$ cat src/rtl/spi_write_arbiter.sv
// spi_write_arbiter: two-requester register-write arbiter driving one SPI
// mode-0 frame per accepted write: {1'b1, addr[6:0], data[7:0]}, MSB first.
// Optional feature macro: SPI_ARB_ROUND_ROBIN_EN selects round-robin tie
// breaking. When it is undefined, requester 0 wins ties (fixed priority).
//
// Handshake: a write is accepted on a posedge where reqN_valid && reqN_ready.
// reqN_ready is combinational, high only in IDLE, out of reset, for the
// granted requester whose valid is high. A requester keeps addr/data stable
// while valid is high and ready is low. It may drop valid before acceptance.
module spi_write_arbiter #(
    parameter int CLK_DIV    = 4,
    parameter int GAP_CYCLES = 4
) (
    input  logic       clk,
    input  logic       reset,
    input  logic       req0_valid,
    input  logic [6:0] req0_addr,
    input  logic [7:0] req0_data,
    output logic       req0_ready,
    input  logic       req1_valid,
    input  logic [6:0] req1_addr,
    input  logic [7:0] req1_data,
    output logic       req1_ready,
    output logic       SCLK,
    output logic       nCS,
    output logic       COPI,
    output logic       busy,
    output logic       done,
    output logic       done_id,
    output logic [1:0] dbg_state
);

    typedef enum logic [1:0] {
        S_IDLE  = 2'd0,
        S_SHIFT = 2'd1,
        S_HOLD  = 2'd2,
        S_GAP   = 2'd3
    } state_t;

    // One counter serves the SCLK half-periods, HOLD and GAP.
    localparam int CNT_MAX = (CLK_DIV > GAP_CYCLES) ? CLK_DIV : GAP_CYCLES;
    localparam int CNT_W   = $clog2(CNT_MAX);
    localparam int BIT_W   = $clog2(16);
    localparam logic [CNT_W-1:0] PH_LAST  = CNT_W'(CLK_DIV - 1);
    // GAP lasts GAP_CYCLES-1 cycles. The single IDLE cycle that follows
    // completes the nCS-high gap, so the next accept lands GAP_CYCLES
    // cycles after nCS rose.
    localparam logic [CNT_W-1:0] GAP_LAST = CNT_W'(GAP_CYCLES - 2);
    localparam logic [BIT_W-1:0] BIT_LAST = BIT_W'(15);

    state_t           r_state;
    state_t           w_state_next;
    logic [CNT_W-1:0] r_phase;
    logic [BIT_W-1:0] r_bit;
    logic [15:0]      r_shift;
    logic             r_id;
    logic             r_sclk;
    logic             r_ncs;
    logic             r_copi;
    logic             r_busy;
    logic             r_done;
    logic             r_done_id;
    logic             w_grant;
    logic             w_idle_ok;
    logic             w_accept;
    logic             w_phase_end;
    logic [15:0]      w_frame;

`ifdef SPI_ARB_ROUND_ROBIN_EN
    logic r_ptr;

    // On a tie, grant the requester that was not granted last.
    assign w_grant = (req0_valid && req1_valid) ? ~r_ptr : ~req0_valid;

    // Pointer remembers the last granted requester and moves only on accept.
    always_ff @(posedge clk or negedge reset) begin
        if (!reset) begin
            r_ptr <= 1'b0;
        end else if (w_accept) begin
            r_ptr <= w_grant;
        end
    end
`else
    // Fixed priority: requester 0 wins whenever it is valid.
    assign w_grant = ~req0_valid;
`endif

    assign w_idle_ok   = (r_state == S_IDLE) && reset;
    assign req0_ready  = w_idle_ok && req0_valid && !w_grant;
    assign req1_ready  = w_idle_ok && req1_valid && w_grant;
    assign w_accept    = req0_ready || req1_ready;
    assign w_phase_end = (r_phase == PH_LAST);
    assign w_frame     = w_grant ? {1'b1, req1_addr, req1_data}
                                 : {1'b1, req0_addr, req0_data};

    assign SCLK      = r_sclk;
    assign nCS       = r_ncs;
    assign COPI      = r_copi;
    assign busy      = r_busy;
    assign done      = r_done;
    assign done_id   = r_done_id;
    assign dbg_state = r_state;

    // State register.
    always_ff @(posedge clk or negedge reset) begin
        if (!reset) begin
            r_state <= S_IDLE;
        end else begin
            r_state <= w_state_next;
        end
    end

    // Next-state logic: IDLE -> SHIFT -> HOLD -> GAP -> IDLE.
    always_comb begin
        w_state_next = r_state;
        case (r_state)
            S_IDLE:  if (w_accept) w_state_next = S_SHIFT;
            S_SHIFT: if (w_phase_end && r_sclk && (r_bit == BIT_LAST)) w_state_next = S_HOLD;
            S_HOLD:  if (w_phase_end) w_state_next = S_GAP;
            S_GAP:   if (r_phase == GAP_LAST) w_state_next = S_IDLE;
            default: w_state_next = S_IDLE;
        endcase
    end

    // Registered serial outputs, counters and frame shifter.
    always_ff @(posedge clk or negedge reset) begin
        if (!reset) begin
            r_sclk    <= 1'b0;
            r_ncs     <= 1'b1;
            r_copi    <= 1'b0;
            r_busy    <= 1'b0;
            r_done    <= 1'b0;
            r_done_id <= 1'b0;
            r_id      <= 1'b0;
            r_shift   <= '0;
            r_phase   <= '0;
            r_bit     <= '0;
        end else begin
            r_done  <= 1'b0;
            r_phase <= r_phase + CNT_W'(1);
            case (r_state)
                S_IDLE: begin
                    r_phase <= '0;
                    if (w_accept) begin
                        r_shift <= w_frame;
                        r_id    <= w_grant;
                        r_ncs   <= 1'b0;
                        r_sclk  <= 1'b0;
                        r_copi  <= w_frame[15];
                        r_busy  <= 1'b1;
                        r_bit   <= '0;
                    end
                end
                S_SHIFT: begin
                    if (w_phase_end) begin
                        r_phase <= '0;
                        if (!r_sclk) begin
                            r_sclk <= 1'b1;
                        end else begin
                            // Falling edge: advance to the next bit unless this was bit 0.
                            r_sclk <= 1'b0;
                            if (r_bit != BIT_LAST) begin
                                r_bit   <= r_bit + BIT_W'(1);
                                r_copi  <= r_shift[14];
                                r_shift <= {r_shift[14:0], 1'b0};
                            end
                        end
                    end
                end
                S_HOLD: begin
                    if (w_phase_end) begin
                        r_phase   <= '0;
                        r_ncs     <= 1'b1;
                        r_copi    <= 1'b0;
                        r_done    <= 1'b1;
                        r_done_id <= r_id;
                    end
                end
                S_GAP: begin
                    if (r_phase == GAP_LAST) begin
                        r_phase <= '0;
                        r_busy  <= 1'b0;
                    end
                end
                default: r_phase <= '0;
            endcase
        end
    end

endmodule

$ cat config.mk
export PLATFORM = sky130hd
export DESIGN_NAME = spi_write_arbiter
export DESIGN_NICKNAME = d
export VERILOG_FILES = /design/src/rtl/spi_write_arbiter.sv
export SDC_FILE = /design/constraint.sdc
export NUM_CORES = 1
export LEC_CHECK = 0
export CELL_PAD_IN_SITES_DETAIL_PLACEMENT = 0
export CELL_PAD_IN_SITES_GLOBAL_PLACEMENT = 2
export CORE_MARGIN = 3
export CORE_UTILIZATION = 31
export DETAILED_ROUTE_END_ITERATION = 12
export GPL_TIMING_DRIVEN = 1
export PLACE_DENSITY = 0.88
export SLEW_MARGIN = 20
export SYNTH_ARGS = -nofsm -noshare
export SYNTH_HDL_FRONTEND = slang
export SYNTH_SLANG_ARGS = --single-unit
$ cat constraint.sdc
create_clock -name clk -period 2.6 [get_ports clk]
set_clock_uncertainty 0.05 [all_clocks]
set_input_delay 0.52 -clock clk [delete_from_list [all_inputs] [get_ports clk]]
set_output_delay 0.52 -clock clk [all_outputs]
set_load 0.05 [all_outputs]
==> impl_results.md, run 1 <==
* # IOs at 44
* CTS Buffer Depth at 2
* CP Launch Type: flip-flop
* Number of max-cap violations at 0
* Delay-heaviest family, CP: flip-flops
* Die width at 82.7 µm
* Syn nets at 217
* Final Non-Filler Cells at roughly 300
* Post-CTS Setup Repair Bufs at 0
* Layout Nets at approximately 270
* Routed WL at slightly below 4000 µm
* Worst EP arrival at 1.78 ns
* CTS tree: yes
* CTS Root Cell: clkbuf_8
* Drt wl/cell at roughly 13 µm
* Largest stage delay, worst path at 0.43 ns
* Pwr dens at ~1000 nW/µm²
* Syn Inst Count at between 150 and 200
* DRC at 0
* Total GRT Usage at between 10% and 20%
* Layout cells sized above 1 at between 10% and 20%
* Setup TNS at 0 ns
* Worst Tran Pin Value at between 0.5 and 0.6 ns
* DIE AREA at around 7000 µm²
* Setup crit end kind: primary output
* Core Util, Final at between 40% and 50%
* Synth-to-Final Area Change at 34.9%
* GPL Wtd Cong at between 0.7 and 0.8
* Largest net degree at the start of global routing at 38
* H-tree level count at 2
* Cell Area, Placed at 2370 µm²
* I/O Buffers at between 40 and 50
* RSZ-0062 raised after global routing: false
* Hold Vio Cnt, Final at 0
* Leak pwr at ~1.1 nW
* Vias per Instance at 4.73
* Antenna diodes at 0
* Count of final max-slew check failures at 0
* FILL cells at approximately 560
* Critical path class: reg2out
* DR vias at 1405
* Total power at approximately 2.6 mW
* Final Setup Violations at 0
* Buffers & Inverters on Critical Path at 2
* Post-cts resize count at 0
* # hold bufs at CTS at 0
* Commonest non-fill, non-tap cell in the layout: clkdlybuf4s50_1
* Cts bufs inserted at 5
* R2R setup slack at 0.46 ns
* Starting Density at roughly a third
* Slew HR at 66.4%
* Total overflow reported by the global router at 0
* Crit-path cells: inv_1 -> ha_1 -> nand3_1 -> nor2_1 -> buf_12
* Core ar. at around 5600 µm²
* Register area share after synthesis at 41.2%
* Yosys cell types at 37
* CTS sink count at 30
* Antenna viol nets, final at 0
* Hpwl dp at 2930 µm
* FP Rows at 27
* Minimum clock period after layout at about 2.4 ns
* DRT Pass-1 Iters at 4
* Fmax at roughly 0.43 GHz
* Vias in the first global route at between 1000 and 1500
* Mapped cell area at 1820 µm²
* Synth warn at 0
* Post-synthesis register bit count at 30
* Die Span Y at slightly above 80 µm
* First-pass GRT wire length at ~6300 µm
* Crit-path max FO at 10
* Cell with the largest stage delay on the worst path: dfrtp_1
* Initial antenna violation count at 0
* Run status: complete, no violations
* Most frequent cells in the layout: clkdlybuf4s50_1, dfrtp_1, nand2_1
* DR iter-0 viols at roughly 70
* Syn avg cell area at 10.5 µm²
* Worst VDD drop at 324 µV
* WP data required at 2.03 ns
* Clock transition at the registers of the reported paths at roughly 0.060 ns
* Skew-Pair Late Insertion Delay at about 0.28 ns
* Post-route cell area at approximately 2500 µm²
* Tcrit/Tclk final at roughly nine tenths
* Cells after DPL at a little under 300
* Hold WC Path Type: reg2reg
[layer usage]
layer / share of wire, % / routed length (µm) / up-vias / track usage [%]
met4: 1.2 / 48 / 0 / 5.39
met5: 0 / 0 / - / 0
met3: 4.6 / 177 / 2 / 3.15
met1: 45 / 1720 / 668 / 13.7
met2: 49 / 1910 / 26 / 21.6
li1: - / - / 709 / -
[stage by stage]
stage                     setup WS (ns)  hold WS [ns]
final                             0.250         0.450
after global routing             0.0954         0.477
after global placement            0.268         0.416
after CTS                         0.242         0.449
after detailed placement          0.268         0.425
after floorplan                   0.213         0.174
[power by group]
group | total (mW) | internal, mW | switching (mW)
clock network | 0.377 | 0.213 | 0.164
logic | 1.37 | 0.690 | 0.679
registers | 0.831 | 0.687 | 0.143
total | 2.58 | 1.59 | 0.986
[cell type report]
cell class                 count  area (µm²)  share of cell area (%)
clock buffer                   7        86.3                    3.51
clock inverter                 1        5.00                   0.204
inverter                       5        18.8                   0.763
multi-input combinational    129         981                    39.9
sequential                    30         752                    30.6
tap                           72        90.1                    3.66
timing repair buffer          53         526                    21.4
[worst register-to-register path, cell delays in order, from the launching register on]
cell      delay (ns)
dfrtp_1         0.43
inv_1           0.10
ha_1            0.43
mux2i_4         0.30
nand2b_1        0.15
buf_4           0.22
mux2_2          0.35
[cells in the mapped netlist]
cell type / instances / area share (%)
or4b_2: 1 / 0.55
or2_2: 1 / 0.34
nand4_1: 1 / 0.34
o2bb2ai_1: 1 / 0.48
nor2b_1: 2 / 0.69
and3_1: 2 / 0.69
mux2_2: 10 / 6.2
mux2i_1: 15 / 8.2
and2_1: 1 / 0.34
nand2b_1: 2 / 0.69
a211o_1: 1 / 0.48
nor2_1: 5 / 1.0
mux2_4: 9 / 7.4
buf_12: 1 / 1.1
inv_1: 5 / 1.0
a21o_1: 1 / 0.41
buf_2: 2 / 0.55
dfrtp_1: 29 / 40
nand3_1: 9 / 2.5
o211ai_1: 1 / 0.41
o21a_4: 1 / 0.82
a22oi_1: 1 / 0.41
clkbuf_1: 5 / 1.0
mux2i_4: 1 / 1.2
o21ai_0: 19 / 5.2
and3b_1: 1 / 0.48
nor3b_1: 1 / 0.41
or3_1: 1 / 0.34
nand2_1: 24 / 4.9
a21oi_1: 4 / 1.1
ha_1: 9 / 6.2
nor3_1: 2 / 0.55
or4b_1: 1 / 0.55
a31oi_1: 1 / 0.34
dfstp_2: 1 / 1.4
buf_6: 2 / 1.2
a2bb2oi_1: 1 / 0.48
[final timing paths]
kind / startpoint / end / cells after the start
worst max-delay path: dbg_state[0]$_DFFE_PN0P_ / req1_ready / 5
worst min-delay path: nCS$_DFFE_PN1P_ / nCS$_DFFE_PN1P_ / 2
worst max register to register: dbg_state[0]$_DFFE_PN0P_ / r_shift[2]$_DFFE_PN0P_ / 6
worst min register to register: nCS$_DFFE_PN1P_ / nCS$_DFFE_PN1P_ / 2
max in group asynchronous: reset / nCS$_DFFE_PN1P_ / 3
min in group asynchronous: reset / r_shift[10]$_DFFE_PN0P_ / 2
[cells by family (layout without fill, tap and decap cells)]
| group | count (synthesis) | count (layout) | synth area share [%] |
|---|---|---|---|
| compound gates | 31 | 31 | 10.2 |
| fa+ha+maj | 9 | 9 | 6.18 |
| buf+inv | 15 | 66 | 4.94 |
| flops | 30 | 30 | 41.2 |
| mux | 35 | 35 | 23.1 |
| simple gates | 54 | 54 | 14.4 |
[state kept, by name, summed over array words and instances (netlist names)]
signal and flops:
r_shift 15, r_bit 4, dbg_state 2, r_phase 2, COPI 1, SCLK 1, busy 1, done 1
done_id 1, nCS 1, r_id 1
(Power assumes the default switching activity.)
==> inputs of run 2 (changes only) <==
--- a/config.mk
+++ b/config.mk
@@ -7,9 +7,10 @@
 export LEC_CHECK = 0
+export ABC_AREA = 1
 export CELL_PAD_IN_SITES_DETAIL_PLACEMENT = 0
 export CELL_PAD_IN_SITES_GLOBAL_PLACEMENT = 2
-export CORE_MARGIN = 3
-export CORE_UTILIZATION = 31
+export CORE_MARGIN = 2
+export CORE_UTILIZATION = 27
 export DETAILED_ROUTE_END_ITERATION = 12
 export GPL_TIMING_DRIVEN = 1
-export PLACE_DENSITY = 0.88
+export PLACE_DENSITY = 0.86
 export SLEW_MARGIN = 20
==> constraint.sdc (replaced) <==
create_clock -name clk -period 2.6 [get_ports clk]
set_clock_uncertainty 0.05 [all_clocks]
set_input_delay 0.39 -clock clk [delete_from_list [all_inputs] [get_ports clk]]
set_output_delay 0.39 -clock clk [all_outputs]
set_load 0.05 [all_outputs]
==> run 2 against run 1 <==
  * Fmax is 9.5% higher
  * Clock-buffer cell count unchanged
  * Hold slack lost 0.035 ns
  * Synthesized area fell by 3.8%
  * Synthesized cell count up 30%
  * Highest routed layer unchanged
  * First-iteration DRC count is 22% lower
  * Largest power group unchanged
  * Cell area is 4.2% lower
==> impl_results.md, run 2 <==
* Total overflow reported by the global router at 0 (unchanged)
* EDFF count, synth at 0 (unchanged)
* Initial antenna violation count at 0 (unchanged)
* Die Span Y at 84.6 µm (was 82.7 µm)
* Minimum clock period after layout at 2.15 ns (was 2.35 ns)
* Tcrit/Tclk final at 82.6% (was 90.4%)
* Crit path to: req1_ready (unchanged)
* I/O Buffers at 43 (unchanged)
* Core ar. at 6310 µm² (was 5610 µm²)
* Most frequent cell after synthesis: nand2_1 (was dfrtp_1)
* Die width at 84.6 µm (was 82.7 µm)
* Core Util, Final at 37.3% (was 43.8%)
* Hold Vio Cnt, Final at 0 (unchanged)
* Routed WL at 3990 µm (was 3860 µm)
* WP data required at 2.16 ns (was 2.03 ns)
* Crit-path max FO at 27 (was 10)
* Reg-to-Reg Start: dbg_state[1]$_DFFE_PN0P_ (was dbg_state[0]$_DFFE_PN0P_)
* Slew HR at 66.6% (was 66.4%)
* DRT Pass-1 Iters at 4 (unchanged)
* Synth top area cells: dfrtp_1, nand2_1, o21ai_0 (was dfrtp_1, mux2i_1, mux2_4)
* CTS sink count at 30 (unchanged)
* # hold bufs at CTS at 0 (unchanged)
* Hold WC Path Type: reg2reg (unchanged)
* CP Launch Point: reset (was dbg_state[0]$_DFFE_PN0P_)
* Post-cts resize count at 0 (unchanged)
* Mapped cell area at 1750 µm² (was 1820 µm²)
* Vias in the first global route at 1532 (was 1434)
* Placement Setup Slack at 0.384 ns (was 0.268 ns)
* Biggest regs: r_shift: 15 flops, r_bit: 4 flops (unchanged)
* RSZ-0062 raised after global routing: false (unchanged)
* Post-synthesis register bit count at 30 (unchanged)
* Layout Nets at 313 (was 267)
* DR iter-0 viols at 53 (was 68)
* Fmax at 0.466 GHz (was 0.425 GHz)
* Most frequent cells in the layout: nand2_1, clkdlybuf4s50_1, dfrtp_1 (was clkdlybuf4s50_1, dfrtp_1, nand2_1)
* Register area share after synthesis at 42.9% (was 41.2%)
* Worst Tran Pin Value at 0.500 ns (was 0.502 ns)
* Antenna diodes at 0 (unchanged)
* Number of max-cap violations at 0 (unchanged)
* Leak pwr at 1.09 nW (was 1.11 nW)
* Top reg by flops: r_shift (unchanged)
* Skew-Pair Late Insertion Delay at 0.28 ns (about the same)
* Count of final max-slew check failures at 0 (unchanged)
* Synth warn at 0 (unchanged)
* First-pass GRT wire length at 7020 µm (was 6320 µm)
* Worst VDD drop at 522 µV (was 324 µV)
* Starting Density at 27.8% (was 32.5%)
* Total GRT Usage at 12.3% (was 12.2%)
* Setup crit end kind: primary output (unchanged)
* Syn avg cell area at 7.76 µm² (was 10.5 µm²)
* R2R setup slack at 0.63 ns (was 0.46 ns)
* Syn nets at 269 (was 217)
* CTS Root Cell: clkbuf_8 (unchanged)
* CP Launch Type: input port (was flip-flop)
* Commonest non-fill, non-tap cell in the layout: nand2_1 (was clkdlybuf4s50_1)
* Vias per Instance at 4.40 (was 4.73)
* CTS Buffer Depth at 2 (unchanged)
* Prevailing post-synth register cell: dfrtp_1 (unchanged)
* Yosys cell types at 21 (was 37)
* # IOs at 44 (unchanged)
* Cells after DPL at 340 (was 289)
* H-tree level count at 2 (unchanged)
* Final Non-Filler Cells at 347 (was 297)
* Hpwl dp at 2950 µm (was 2930 µm)
* FFs w/ async S/R, synth at 100% (unchanged)
* Post-CTS Setup Repair Bufs at 0 (unchanged)
* FP Rows at 29 (was 27)
* Max reg flops at 15 (unchanged)
* FILL cells at 702 (was 559)
* Hold Crit Start: nCS$_DFFE_PN1P_ (unchanged)
* CTS tree: yes (unchanged)
* DR vias at 1527 (was 1405)
* GPL Wtd Cong at 0.742 (was 0.729)
* Setup TNS at 0 ns (unchanged)
* DRC at 0 (unchanged)
* Critical path class: in2out (was reg2out)
* Largest net degree at the start of global routing at 39 (was 38)
* Clock transition at the registers of the reported paths at 0.06 ns (about the same)
* Pwr dens at 1070 nW/µm² (was 1050 nW/µm²)
* Top cell type's share of synthesized area at 41.4% (was 39.8%)
* Cts bufs inserted at 5 (unchanged)
* Commonest cells in the netlist: nand2_1, dfrtp_1, o21ai_0, nand3_1, inv_1 (was dfrtp_1, nand2_1, o21ai_0, mux2i_1, mux2_2)
* Final Setup Violations at 0 (unchanged)
* Worst r2r dst: r_shift[2]$_DFFE_PN0P_ (unchanged)
* Layout cells sized above 1 at 10.7% (was 19.1%)
* Worst EP arrival at 1.71 ns (was 1.78 ns)
* DIE AREA at 7150 µm² (was 6840 µm²)
* Antenna viol nets, final at 0 (unchanged)
* Run status: complete, no violations (unchanged)
* Drt wl/cell at 11.5 µm (was 13.0 µm)
* Synth-to-Final Area Change at 34.4% (was 34.9%)
* Final Worst Setup Slack at 0.453 ns (was 0.250 ns)
* Path depth of the worst reg2reg path at 7 (was 6)
* Syn Inst Count at 226 (was 174)
* Area leader, netlist: dfrtp_1 (unchanged)
-- run 2: cell type report --
type	count	area (µm²)	share of cell area, %
Clock buffer	7	76.3	3.24
Inverter	14	52.6	2.23
Multi-Input combinational cell	171	878	37.3
Sequential cell	30	752	31.9
Tap cell	77	96.3	4.09
Timing Repair Buffer	48	500	21.2
-- run 2: stage by stage --
step | power, mW | hold slack, ns | area, µm²
final | 2.52 | 0.415 | 2360
after global routing | 2.80 | 0.428 | 2360
after CTS | 2.57 | 0.423 | 2360
after detailed placement | 2.22 | 0.413 | 2280
after global placement | 2.19 | 0.403 | 2280
after floorplan | 1.89 | 0.0444 | 1750
-- run 2: power breakdown --
group | leakage, nW | internal, mW | total, mW | switching (mW)
Clock | 0.0383 | 0.184 | 0.349 | 0.165
Combinational | 0.671 | 0.509 | 1.38 | 0.876
Sequential | 0.378 | 0.670 | 0.790 | 0.121
Total | 1.09 | 1.36 | 2.52 | 1.16
-- run 2: cell families after synthesis --
group                      Yosys count  share of synthesized area [%]
AOI/OAI and AO/OA                   47                           16.1
buffers and inverters               25                           6.99
and+or+nand+nor                    115                           27.6
adders and majority gates            9                           6.42
DFF                                 30                           42.9
-- run 2: worst max-delay path, cell delays in order --
cell and delay (ns):
clkdlybuf4s50_1 0.53, buf_12 0.21, nand3_1 0.18, nor2_1 0.22, buf_12 0.17
-- run 2: routing by layer --
layer	track usage (%)	up-vias	wire (µm)
met2	19.2	35	1790
li1	-	821	-
met1	15.8	665	1920
met3	4.23	6	211
met4	4.76	0	63
met5	0	-	0
-- run 2: worst min-delay path by stage --
stage	cells after the start	end
final	2	nCS$_DFFE_PN1P_
after global routing	2	r_shift[12]$_DFFE_PN0P_
after CTS	2	nCS$_DFFE_PN1P_
after detailed placement	2	nCS$_DFFE_PN1P_
after global placement	2	nCS$_DFFE_PN1P_
after floorplan	0	COPI$_DFFE_PN0P_
==> inputs of run 3 (changes only) <==
clock period = 2 ns   (was 2.6 ns; I/O delays follow)
==> run 3 against run 2 <==
  * Critical path depth shrank 4
  * Sequential cell count unchanged
  * Clock-buffer cell count did not move
  * Hold slack got worse by 0.010 ns
  * Utilization grew 1.3 points
  * Worst setup slack lost 0.34 ns
  * Global-route usage is 0.26 points lower
  * Largest cell class unchanged
  * Sequential share of layout area is 1.1 points lower
  * First-iteration DRC count is 30% higher
  * Non-clock buffer count grew 7
  * Final cell count increased by 2.3%
  * Cell area increased by 3.6%
==> impl_results.md, run 3 (synthesis results as in run 2) <==
* CTS Root Cell: clkbuf_8 (unchanged)
* CTS tree: yes (unchanged)
* Layout cells sized above 1 at 14.7% (was 10.7%)
* Delay-heaviest family, CP: buffers and inverters (unchanged)
* Leak pwr at 1.14 nW (was 1.09 nW)
* Top reg by flops: r_shift (unchanged)
* Synth-to-Final Area Change at 39.3% (was 34.4%)
* Routed WL at 3850 µm (was 3990 µm)
* Cts bufs inserted at 5 (unchanged)
* Run status: complete, no violations (unchanged)
* Hpwl dp at 2910 µm (was 2950 µm)
* Critical path class: reg2out (was in2out)
* Cell with the largest stage delay on the worst path: clkdlybuf4s50_1 (unchanged)
* Count of final max-slew check failures at 0 (unchanged)
* Largest stage delay, worst path at 0.83 ns (was 0.53 ns)
* CTS Buffer Depth at 2 (unchanged)
* # hold bufs at CTS at 0 (unchanged)
* First-pass GRT wire length at 6950 µm (was 7020 µm)
* DRT Pass-1 Iters at 5 (was 4)
* Clock transition at the registers of the reported paths at 0.06 ns (about the same)
* Vias in the first global route at 1560 (was 1532)
* Tcrit/Tclk final at between 90% and 100%
* Total GRT Usage at 12.1% (was 12.3%)
* Max reg flops at 15 (unchanged)
* Worst Tran Pin Value at 0.495 ns (was 0.500 ns)
* Setup TNS at 0 ns (unchanged)
* Fmax at 0.531 GHz
* Commonest non-fill, non-tap cell in the layout: nand2_1 (unchanged)
* H-tree level count at 2 (unchanged)
* Slew HR at 66.9% (was 66.6%)
* Minimum clock period after layout at roughly 1.9 ns
* Setup crit end kind: primary output (unchanged)
* WP data required at 1.65 ns (was 2.16 ns)
* Post-CTS Setup Repair Bufs at 0 (unchanged)
* Skew-Pair Late Insertion Delay at 0.28 ns (about the same)
* Biggest regs: r_shift: 15 flops, r_bit: 4 flops (unchanged)
* Number of max-cap violations at 0 (unchanged)
* Total power at 3.45 mW (was 2.52 mW)
* DRC at 0 (unchanged)
* Initial antenna violation count at 0 (unchanged)
* CP Launch Type: flip-flop (was input port)
* Layout Nets at 320 (was 313)
* DR vias at 1571 (was 1527)
* Crit-path max FO at 5 (was 27)
* RSZ-0062 raised after global routing: false (unchanged)
* Antenna viol nets, final at 0 (unchanged)
* Post-cts resize count at 0 (unchanged)
* FP Rows at 29 (unchanged)
* Hold Vio Cnt, Final at 0 (unchanged)
* Pwr dens at 1410 nW/µm² (was 1070 nW/µm²)
* Die Span Y at 84.6 µm (unchanged)
* Largest net degree at the start of global routing at 39 (unchanged)
* I/O Buffers at 43 (unchanged)
* Worst VDD drop at 733 µV (was 522 µV)
* DIE AREA at 7150 µm² (unchanged)
* DR iter-0 viols at 69 (was 53)
* Hold WC Path Type: in2async (was reg2reg)
* Die width at 84.6 µm (unchanged)
* Buffers & Inverters on Critical Path at 1 (was 3)
* Vias per Instance at 4.43 (was 4.40)
* Core ar. at 6310 µm² (unchanged)
* Most frequent cells in the layout: nand2_1, clkdlybuf4s50_1, dfrtp_1 (unchanged)
* GPL Wtd Cong at 0.760 (was 0.742)
* Starting Density at 27.8% (unchanged)
* Worst EP arrival at 1.53 ns (was 1.71 ns)
* Final Setup Violations at 0 (unchanged)
* FILL cells at 692 (was 702)
* Antenna diodes at 0 (unchanged)
* CTS sink count at 30 (unchanged)
* Total overflow reported by the global router at 0 (unchanged)
* # IOs at 44 (unchanged)
* Drt wl/cell at 10.9 µm (was 11.5 µm)
* Crit-path cells: clkdlybuf4s50_1 (was clkdlybuf4s50_1 -> buf_12 -> nand3_1 -> nor2_1 -> buf_12)
-- run 3: worst paths after layout --
kind	startpoint	end	slack [ns]	depth (start not counted)
worst max-delay path	dbg_state[0]$_DFFE_PN0P_	dbg_state[0]	0.12	1
worst min-delay path	reset	done_id$_DFFE_PN0P_	0.40	2
worst max register to register	dbg_state[1]$_DFFE_PN0P_	r_shift[4]$_DFFE_PN0P_	0.24	7
worst min register to register	nCS$_DFFE_PN1P_	nCS$_DFFE_PN1P_	0.42	2
max in group asynchronous	reset	r_shift[6]$_DFFE_PN0P_	1.20	2
min in group clk	nCS$_DFFE_PN1P_	nCS$_DFFE_PN1P_	0.42	2
-- run 3: metal layers --
layer  part of all wire (%)  vias to the layer above  track usage, %  wire length (µm)
li1                       -                      839               -                 -
met1                     46                      693            14.6              1790
met2                     48                       35            20.4              1840
met3                    4.8                        4            3.05               183
met4                    1.1                        0            5.19                42
met5                      0                        -               0                 0
-- run 3: where the power goes --
part / switching, mW / internal (mW) / total (mW) / leakage (nW)
Sequential: 0.150 / 0.870 / 1.02 / 0.378
Combinational: 1.16 / 0.766 / 1.93 / 0.713
Clock: 0.223 / 0.277 / 0.500 / 0.0482
Total: 1.53 / 1.91 / 3.45 / 1.14
-- run 3: final cells by class --
type	instances	area (µm²)	area share, %
Sequential cell	30	752	30.8
Clock buffer	7	86.3	3.54
Multi-Input combinational cell	171	886	36.3
Inverter	14	52.6	2.15
Timing Repair Buffer	55	563	23.1
Clock inverter	1	5.00	0.205
Tap cell	77	96.3	3.95
-- run 3: metrics by stage --
stage	std cells	cell area [µm²]	hold WS (ns)	setup WS (ns)	util (%)
6_report	355	2440	0.405	0.117	38.7
5_1_grt	355	2440	0.419	0.0184	38.7
4_1_cts	355	2440	0.387	0.0526	38.6
3_5_place_dp	347	2340	0.411	0.135	37.1
3_3_place_gp	347	2340	0.403	0.173	37.1
2_1_floorplan	226	1760	-0.0456	0.0299	-
